===== src/rtl/intpol2_pkg.sv =====
// Shared definitions for the 2x interpolator output path.
package intpol2_pkg;

    localparam int unsigned DATAPATH_WIDTH  = 12;
    localparam int unsigned AF_DIFF_DEFAULT = 2;

    typedef enum logic [1:0] {
        ST_IDLE  = 2'd0,
        ST_PRIME = 2'd1,
        ST_RUN   = 2'd2
    } pacer_state_t;

endpackage


===== src/rtl/intpol2_sync_fifo.sv =====
// Single-clock I/Q pair FIFO with level tracking and registered read data.
module intpol2_sync_fifo #(
    parameter int unsigned DW      = intpol2_pkg::DATAPATH_WIDTH,
    parameter int unsigned AW      = 3,
    parameter int unsigned AF_DIFF = intpol2_pkg::AF_DIFF_DEFAULT
) (
    input  logic          clk,
    input  logic          rst,
    input  logic          flush,
    input  logic          push,
    input  logic          pop,
    input  logic [DW-1:0] wr_i,
    input  logic [DW-1:0] wr_q,
    output logic [DW-1:0] rd_i,
    output logic [DW-1:0] rd_q,
    output logic [AW:0]   level,
    output logic          full_c,
    output logic          afull_c,
    output logic          empty_c
);

    localparam int unsigned DEPTH = 1 << AW;
    localparam int unsigned LW    = AW + 1;

    logic [DW-1:0] mem_i [DEPTH];
    logic [DW-1:0] mem_q [DEPTH];
    logic [AW-1:0] wptr;
    logic [AW-1:0] rptr;
    logic          push_ok;
    logic          pop_ok;

    assign full_c  = (level == LW'(DEPTH));
    assign afull_c = (level >= LW'(DEPTH - AF_DIFF));
    assign empty_c = (level == '0);

    // A full FIFO still takes a push when a pop frees the slot in the same cycle.
    assign push_ok = push && (!full_c || pop) && !flush;
    assign pop_ok  = pop && !empty_c && !flush;

    always_ff @(posedge clk) begin
        if (push_ok) begin
            mem_i[wptr] <= wr_i;
            mem_q[wptr] <= wr_q;
        end
    end

    always_ff @(posedge clk) begin
        if (rst) begin
            wptr  <= '0;
            rptr  <= '0;
            level <= '0;
            rd_i  <= '0;
            rd_q  <= '0;
        end else if (flush) begin
            wptr  <= '0;
            rptr  <= '0;
            level <= '0;
        end else begin
            if (push_ok) wptr <= wptr + AW'(1);
            if (pop_ok) begin
                rptr <= rptr + AW'(1);
                rd_i <= mem_i[rptr];
                rd_q <= mem_q[rptr];
            end
            case ({push_ok, pop_ok})
                2'b10:   level <= level + LW'(1);
                2'b01:   level <= level - LW'(1);
                default: level <= level;
            endcase
        end
    end

endmodule


===== src/rtl/intpol2_iq_out_pacer.sv =====
// Paces interpolator I/Q pairs out of a FIFO at a programmable strobe rate.
module intpol2_iq_out_pacer #(
    parameter int unsigned DATAPATH_WIDTH = intpol2_pkg::DATAPATH_WIDTH,
    parameter int unsigned ADDR_WIDTH     = 3,
    parameter int unsigned AF_DIFF        = intpol2_pkg::AF_DIFF_DEFAULT,
    parameter int unsigned DIV_WIDTH      = 8
) (
    input  logic                      clk,
    input  logic                      rst,
    input  logic                      enable_i,
    input  logic                      clear_i,
    input  logic [DIV_WIDTH-1:0]      rate_div_i,
    input  logic [ADDR_WIDTH:0]       prime_lvl_i,
    input  logic                      wr_en_i,
    input  logic [DATAPATH_WIDTH-1:0] I_in,
    input  logic [DATAPATH_WIDTH-1:0] Q_in,
    output logic                      afull_o,
    output logic                      full_o,
    output logic [ADDR_WIDTH:0]       level_o,
    output logic [DATAPATH_WIDTH-1:0] dac_I_o,
    output logic [DATAPATH_WIDTH-1:0] dac_Q_o,
    output logic                      dac_valid_o,
    output logic [1:0]                state_o,
    output logic                      overflow_o,
    output logic                      underflow_o
);

    import intpol2_pkg::*;

    localparam int unsigned DEPTH = 1 << ADDR_WIDTH;
    localparam int unsigned LW    = ADDR_WIDTH + 1;

    pacer_state_t         state_q;
    pacer_state_t         state_nxt;
    logic [DIV_WIDTH-1:0] div_q;
    logic [DIV_WIDTH-1:0] cnt_q;
    logic [LW-1:0]        prime_eff;
    logic                 empty_c;
    logic                 tick_c;
    logic                 pop_c;
    logic                 underflow_set_c;
    logic                 load_div_c;

    intpol2_sync_fifo #(
        .DW      (DATAPATH_WIDTH),
        .AW      (ADDR_WIDTH),
        .AF_DIFF (AF_DIFF)
    ) u_fifo (
        .clk     (clk),
        .rst     (rst),
        .flush   (clear_i),
        .push    (wr_en_i),
        .pop     (pop_c),
        .wr_i    (I_in),
        .wr_q    (Q_in),
        .rd_i    (dac_I_o),
        .rd_q    (dac_Q_o),
        .level   (level_o),
        .full_c  (full_o),
        .afull_c (afull_o),
        .empty_c (empty_c)
    );

    assign state_o = state_q;

    // Prime threshold clamped to 1..DEPTH.
    always_comb begin
        prime_eff = prime_lvl_i;
        if (prime_lvl_i == '0) begin
            prime_eff = LW'(1);
        end else if (prime_lvl_i > LW'(DEPTH)) begin
            prime_eff = LW'(DEPTH);
        end
    end

    always_ff @(posedge clk) begin
        if (rst) state_q <= ST_IDLE;
        else     state_q <= state_nxt;
    end

    always_comb begin
        state_nxt = state_q;
        if (clear_i || !enable_i) begin
            state_nxt = ST_IDLE;
        end else begin
            case (state_q)
                ST_IDLE:  state_nxt = ST_PRIME;
                ST_PRIME: if (level_o >= prime_eff) state_nxt = ST_RUN;
                ST_RUN:   if (tick_c && empty_c) state_nxt = ST_PRIME;
                default:  state_nxt = ST_IDLE;
            endcase
        end
    end

    // A tick scheduled in the cycle enable drops still pops; clear cancels it.
    always_comb begin
        tick_c          = (state_q == ST_RUN) && (cnt_q == div_q);
        pop_c           = tick_c && !empty_c && !clear_i;
        underflow_set_c = tick_c && empty_c && !clear_i;
        load_div_c      = (state_q == ST_IDLE) && enable_i && !clear_i;
    end

    always_ff @(posedge clk) begin
        if (rst) begin
            div_q       <= '0;
            cnt_q       <= '0;
            dac_valid_o <= 1'b0;
            overflow_o  <= 1'b0;
            underflow_o <= 1'b0;
        end else if (clear_i) begin
            cnt_q       <= '0;
            dac_valid_o <= 1'b0;
            overflow_o  <= 1'b0;
            underflow_o <= 1'b0;
        end else begin
            if (load_div_c) div_q <= rate_div_i;
            if (state_q == ST_RUN) cnt_q <= tick_c ? '0 : cnt_q + DIV_WIDTH'(1);
            else                   cnt_q <= '0;
            dac_valid_o <= pop_c;
            if (wr_en_i && full_o && !pop_c) overflow_o <= 1'b1;
            if (underflow_set_c) underflow_o <= 1'b1;
        end
    end

endmodule


===== config.mk =====
export PLATFORM = sky130hd
export DESIGN_NAME = intpol2_iq_out_pacer
export DESIGN_NICKNAME = d
export VERILOG_FILES = /design/src/rtl/intpol2_pkg.sv /design/src/rtl/intpol2_sync_fifo.sv /design/src/rtl/intpol2_iq_out_pacer.sv
export SDC_FILE = /design/constraint.sdc
export NUM_CORES = 1
export LEC_CHECK = 0
export ABC_AREA = 1
export CORE_ASPECT_RATIO = 0.7
export CORE_MARGIN = 5
export CORE_UTILIZATION = 35
export DETAILED_ROUTE_END_ITERATION = 8
export GPL_TIMING_DRIVEN = 0
export HOLD_SLACK_MARGIN = 0.1
export PLACE_DENSITY = 0.59
export SLEW_MARGIN = 30
export SYNTH_ARGS = -nofsm -noshare
export SYNTH_HDL_FRONTEND = slang
export SYNTH_SLANG_ARGS = --single-unit

===== constraint.sdc =====
create_clock -name clk -period 6.2 [get_ports clk]
set_input_delay 0.62 -clock clk [delete_from_list [all_inputs] [get_ports clk]]
set_output_delay 0.62 -clock clk [all_outputs]
set_load 0.02 [all_outputs]

-- Word-level counts from Yosys, hierarchy flattened
Memory sizes are Yosys's and may differ from the RTL's. A register that Yosys moved wholly into a read port is not among the register bits.
Index checks and enable logic that the tools add are counted.
- add/subtract/negate cells: 5
- magnitude comparators: 3
- equal/unequal tests: 8
- multiplexer cells: 8
- bitwise operators: 2
- reduce and logical (&&, ||, !) cells: 30
- operator list (cell ; count):
    logical AND 1 bit ; 13
    adder 8 x 1 -> 8 bit, second input constant ; 1
    == test 8 bit ; 1
    logical NOT 4 bit ; 2
    2-to-1 mux 4 bit ; 2
    one-hot mux 4 bit (2 select lines) ; 1
    adder 3 x 1 -> 3 bit, second input constant ; 2
    one-hot mux 2 bit (3 select lines) ; 1
    AND reduction 2 bit ; 3
    logical NOT 1 bit ; 5
    adder 4 x 1 -> 4 bit, second input constant ; 1
    == test 2 x 1 -> 1 bit, second input constant ; 2
    == test 2 bit, second input constant ; 2
    == test 4 bit, second input constant ; 1
    >= comparator 4 x 3 -> 1 bit, second input constant ; 1
    >= comparator 4 bit ; 1
    > comparator 4 bit, second input constant ; 1
    2-to-1 mux 2 bit ; 2
    != test 2 bit, second input constant ; 2
    OR reduction 2 bit ; 2
    OR reduction 4 bit ; 1
    subtractor 4 x 1 -> 4 bit, second input constant ; 1
    logical NOT 2 bit ; 1
    logical OR 1 bit ; 2
    other kinds (3) ; 5
- bits in registers: 31
- bits in writable memories: 192
- bits of input ports: 41
- output and inout bits: 35
- word-level logic and storage cells: 67
- memories kept: 2
- memories (name ; depth ; bits a word ; rd ports ; clocked after Yosys merged registers in ; write ports ; line ; source):
    u_fifo.mem_i ; 8 ; 12 ; 1 ; 1 ; 1 ; intpol2_sync_fifo.sv:25 ; logic [DW-1:0] mem_i [DEPTH];
    u_fifo.mem_q ; 8 ; 12 ; 1 ; 1 ; 1 ; intpol2_sync_fifo.sv:26 ; logic [DW-1:0] mem_q [DEPTH];

-- Depth between registers and ports, before layout
- depth after elaboration: 9
- depth in mapped cells: 19
- depth with buffers taken out: 19

-- Modules after synthesis
Synthesis repeated with hierarchy kept, for this count alone.
- cell total of the unflattened synthesis: 1151
- area, all modules: 10906.7 um2
- modules (own cells, without submodules) (module ; instances ; cells each ; area an instance (um2) ; sequential area each (um2)):
    intpol2_sync_fifo ; 1 ; 1008 ; 9834.4 ; 6446.2
    intpol2_iq_out_pacer ; 1 ; 143 ; 1072.3 ; 420.4

-- Least setup slack after synthesis
No wires, ideal clock.
- kind: reg2reg
- start point: register u_fifo.level[1]
- end point: memory u_fifo.mem_i[6][0] (netlist bit) (enable)
- library setup time: 0.435 ns
- arrival time: 2.882 ns
- data required time: 5.765 ns
- slack: 2.883 ns
- cell stages (with the launch flop): 9
- path buffers: 0
- clock period less this slack: 3.317 ns
- cell sequence: dfxtp_1 inv_1 nand4_1 inv_1 nor2_1 nand3_2 nand2_2 nand2_2 nor3_1
- longest elaborated chain between the ends: 9
- elaborated cells on any way between the ends: 11
- those cells by class: eq/ne: 1; mux: 2; reduce/logical: 8
- ends and longest elaborated chain (item ; line ; source):
    start: declaration ; intpol2_sync_fifo.sv:16 ; output logic [AW:0] level,
    start signal: assignment ; intpol2_sync_fifo.sv:66 ; 2'b10: level <= level + LW'(1);
    start signal: assignment ; intpol2_sync_fifo.sv:67 ; 2'b01: level <= level - LW'(1);
    start signal: assignment ; intpol2_sync_fifo.sv:68 ; default: level <= level;
    logical NOT 4 bit ; intpol2_sync_fifo.sv:34 ; assign empty_c = (level == '0);
    logical NOT 1 bit ; intpol2_iq_out_pacer.sv:98 ; pop_c = tick_c && !empty_c && !clear_i;
    logical AND 1 bit (2 in a row) ; intpol2_iq_out_pacer.sv:98 ;
    logical OR 1 bit (*) ; intpol2_sync_fifo.sv:37 ; assign push_ok = push && (!full_c || pop) && !flush;
    logical AND 1 bit (*) (2 in a row) ; intpol2_sync_fifo.sv:37 ;
    2-to-1 mux 1 bit (*) ; intpol2_sync_fifo.sv:41 ; if (push_ok) begin
    2-to-1 mux 1 bit (implied by the code) (*) ; intpol2_sync_fifo.sv:42 ; mem_i[wptr] <= wr_i;
    end: declaration ; intpol2_sync_fifo.sv:25 ;
Every way passes the cells marked *; elsewhere a longest branch is shown, timed or not.

-- Worst setup path in the final report
- start point: register u_fifo.level[3]
- end point: output port full_o
- longest elaborated chain between the ends: 1
- ends and longest elaborated chain (item ; line ; source):
    == test 4 bit ; intpol2_sync_fifo.sv:32 ; assign full_c = (level == LW'(DEPTH));
    end: declaration ; intpol2_iq_out_pacer.sv:18 ; output logic full_o,
No other way between the ends.

==> impl_results.md <==
- Final #Nets: 1084
- Portion of the post-synthesis area used by sequential elements: 0.691
- Synthesized flop and latch total: 247
- Antenna violations before repair: 0
- Post-CTS sizing: 0
- Overall die height: 151 µm
- Fraction of registers with async set or reset after synthesis: 0
- Warning count from the yosys run: 0
- Clock transition at the registers of the reported paths: 60 ps
- Detailed-route wire length per cell: 18.2 µm
- Final Routed Wirelength: 25800 µm
- Cell count of the worst reg-to-reg path: 19
- Mean post-synth cell area: 10.9 µm²
- Number of antenna diodes: 0
- Post-synth EDFFs: 192
- Type of the worst setup path: reg -> out
- Via Count: 6976
- Delay of the slowest cell on the worst path: 700 ps
- IR Drop Worst-Case VDD: 0.000189 V
- Via-per-instance ratio: 4.91
- Remaining number of nets flagged by the antenna check after routing: 0
- Most instantiated cells after synthesis: edfxtp_1 (192), nand2_1 (153), nor2_1 (127)
- Critical path capture point: full_o
- Setup-failing EPs final: 0
- Die width: 211 µm
- Worst relative slew slack: 0.496
- Site row count: 51
- CP arrival: 2130 ps
- Clock buffers created by TritonCTS: 25
- Library cell used as clock root buffer: clkbuf_16
- Final hold violations: 0
- First drt pass iteration count: 5
- TritonCTS clock tree: done
- Portion of synthesized cell area occupied by the leading cell type: 0.580
- Actual transition at the worst max-transition pin: 757 ps
- Slowest cell on crit path: clkdlybuf4s50_1
- Ordered cell list for the critical path: inv_1 -> nor4_2 -> clkdlybuf4s50_1
- Total Power: 3.51 mW
- Initial Utilization: 0.356
- CP Max Fanout: 5
- Reg-to-reg slack, setup: 3470 ps
- TNS Setup: 0 ps
- Placeable core area: 27900 µm²
- Gate Count Post-Synth: 913
- Status: finished, final reports clean
- DRC violations left: 0
- Placer congestion estimate: 0.792
- Kind of cell adding the most delay to the critical path: buffers and inverters
- Kind of path behind the tightest hold check: reg -> reg
- DR iter-0 viols: 541
- Max-Cap Viols: 0
- Sum of buffers and inverters on the critical path: 2
- Number of I/O port buffers: 75
- Number of max-slew violations in the final report: 0
- Synthesized net count: 965
- Combined area of all synthesized cells: 9940 µm²
- H-tree depth: 1
- Overflow left after global routing: 0
- Period minus WS final: 2750 ps
- Pin count of the biggest net entering global routing: 16
- Crit. End Element: output pin
- Number of cells on the critical path: 3
- Number of hold buffers added after CTS: 0
- Maximum clock frequency: 363 MHz
- Leading cell type by number of instances after synthesis: edfxtp_1
- Die Footprint: 31900 µm²
- I/O pins: 76
- Setup repair after global routing missed its margin: false
- Element type at the critical path start: flop
- Reg2Reg Launch Point: cnt_q[5]$_SDFF_PP0_
- Required time of the worst setup path: 5580 ps
- Synth unique cells: 32
- Number of global-route vias before repair: 6684
- Largest area contributor in the netlist: edfxtp_1
- Endpoint of the most critical register-to-register path: u_fifo.level[3]$_SDFFE_PP0P_
- All-Layer GR Usage: 0.159
- Dpl hpwl: 17900 µm
- First-pass GRT wire length: 39400 µm
- Largest cells by area after synthesis: edfxtp_1 (58%), dfxtp_1 (11%), nand2_1 (5.8%)
- Most instantiated flip-flop cell in the synthesis netlist: edfxtp_1
- Area growth from synthesis to final layout: 23.6%
- Num Clock Sinks: 247
- Largest buffer count on any clock path: 3
- Fraction of layout instances using a drive strength above 1: 0.0810
- Setup Skew: 14.5 ps
- Post-CTS Setup Inserts: 0
- Leakage power: 4.32 nW
- Final Cycle Share: 0.444
- Power density of the placed cells: 286 nW/µm²
- Origin of the worst setup path: u_fifo.level[3]$_SDFFE_PP0P_
- Clock insertion delay at the later pin of the skew report: 520 ps
==> logic make-up after synthesis <==
| group | synth area share |
|---|---|
| simple gates | 0.120 |
| flops | 0.691 |
| compound gates | 0.123 |
| buf+inv | 0.0496 |
| fa+ha+maj | 0.0146 |
| xor+xnor | 0.00176 |
==> worst min-delay path: cells and delay by family (launching register included) <==
family | cells | cell delay (ps)
AO/OA/AOI/OAI | 1 | 50
flip-flops | 1 | 310
buffers and inverters | 1 | 40
==> routing by layer <==
metal,GRT usage,part of all wire
met1,0.243,0.48
met4,0.0277,0.015
met5,0,0
met2,0.242,0.44
met3,0.0271,0.068
==> through the flow <==
stage / util / cell area, µm² / hold WS, ps / setup slack (ps) / cells
2_1_floorplan: - / 9940 / 430 / 2880 / 913
3_3_place_gp: 0.400 / 11200 / 433 / 835 / 1359
3_5_place_dp: 0.410 / 11400 / 437 / 3170 / 1376
4_1_cts: 0.440 / 12300 / 447 / 3410 / 1421
5_1_grt: 0.440 / 12300 / 463 / 3210 / 1421
6_report: 0.440 / 12300 / 443 / 3450 / 1421
==> flip-flops by register name, indices dropped and copies added, names as in the netlist <==
register and flops:
u_fifo.mem_i 96, u_fifo.mem_q 96, u_fifo.rd_i 12, u_fifo.rd_q 12, cnt_q 8, div_q 8
u_fifo.level 4, u_fifo.rptr 3, u_fifo.wptr 3, state_o 2, dac_valid_o 1, overflow_o 1
underflow_o 1
==> where the power goes <==
part / switching (mW) / internal, mW
combinational: 0.0685 / 0.0459
sequential: 0.00578 / 1.80
clock: 0.611 / 0.986
==> cell usage in the layout (no fill, tap or decap), drive strengths merged, types with 2 or more instances in the layout <==
cell type and instances:
bufinv 6, a21oi 72, dfxtp 55, clkbuf 55, nand3 6, nor2 128, nor4 2, nand4 2
clkinv 9, nor3b 3, buf 38, inv 68, clkdlybuf4s50 75, nor3 7, o22ai 24, o21ai 136
edfxtp 192, ha 10, nand2 155
==> layout make-up <==
cell class	count	area, µm²
Multi-Input combinational cell	551	2630
Clock inverter	15	219
Sequential cell	247	6870
Fill cell	2590	15600
Tap cell	371	464
Timing Repair Buffer	92	970
Inverter	69	260
Clock buffer	30	644
Buffer	46	233
==> how the worst min path moves through the flow <==
stage,start,to,slack [ps],cells after the start
final,u_fifo.rd_q[4]$_SDFFE_PP0P_,u_fifo.rd_q[4]$_SDFFE_PP0P_,440,2
after global routing,u_fifo.rd_q[0]$_SDFFE_PP0P_,u_fifo.rd_q[0]$_SDFFE_PP0P_,460,2
after global placement,u_fifo.rd_q[6]$_SDFFE_PP0P_,u_fifo.rd_q[6]$_SDFFE_PP0P_,430,2
after detailed placement,u_fifo.rd_i[5]$_SDFFE_PP0P_,u_fifo.rd_i[5]$_SDFFE_PP0P_,440,2
after floorplan,cnt_q[0]$_SDFF_PP0_,cnt_q[0]$_SDFF_PP0_,430,1
after CTS,u_fifo.rd_q[11]$_SDFFE_PP0P_,u_fifo.rd_q[11]$_SDFFE_PP0P_,450,2
(Power assumes the default switching activity.)
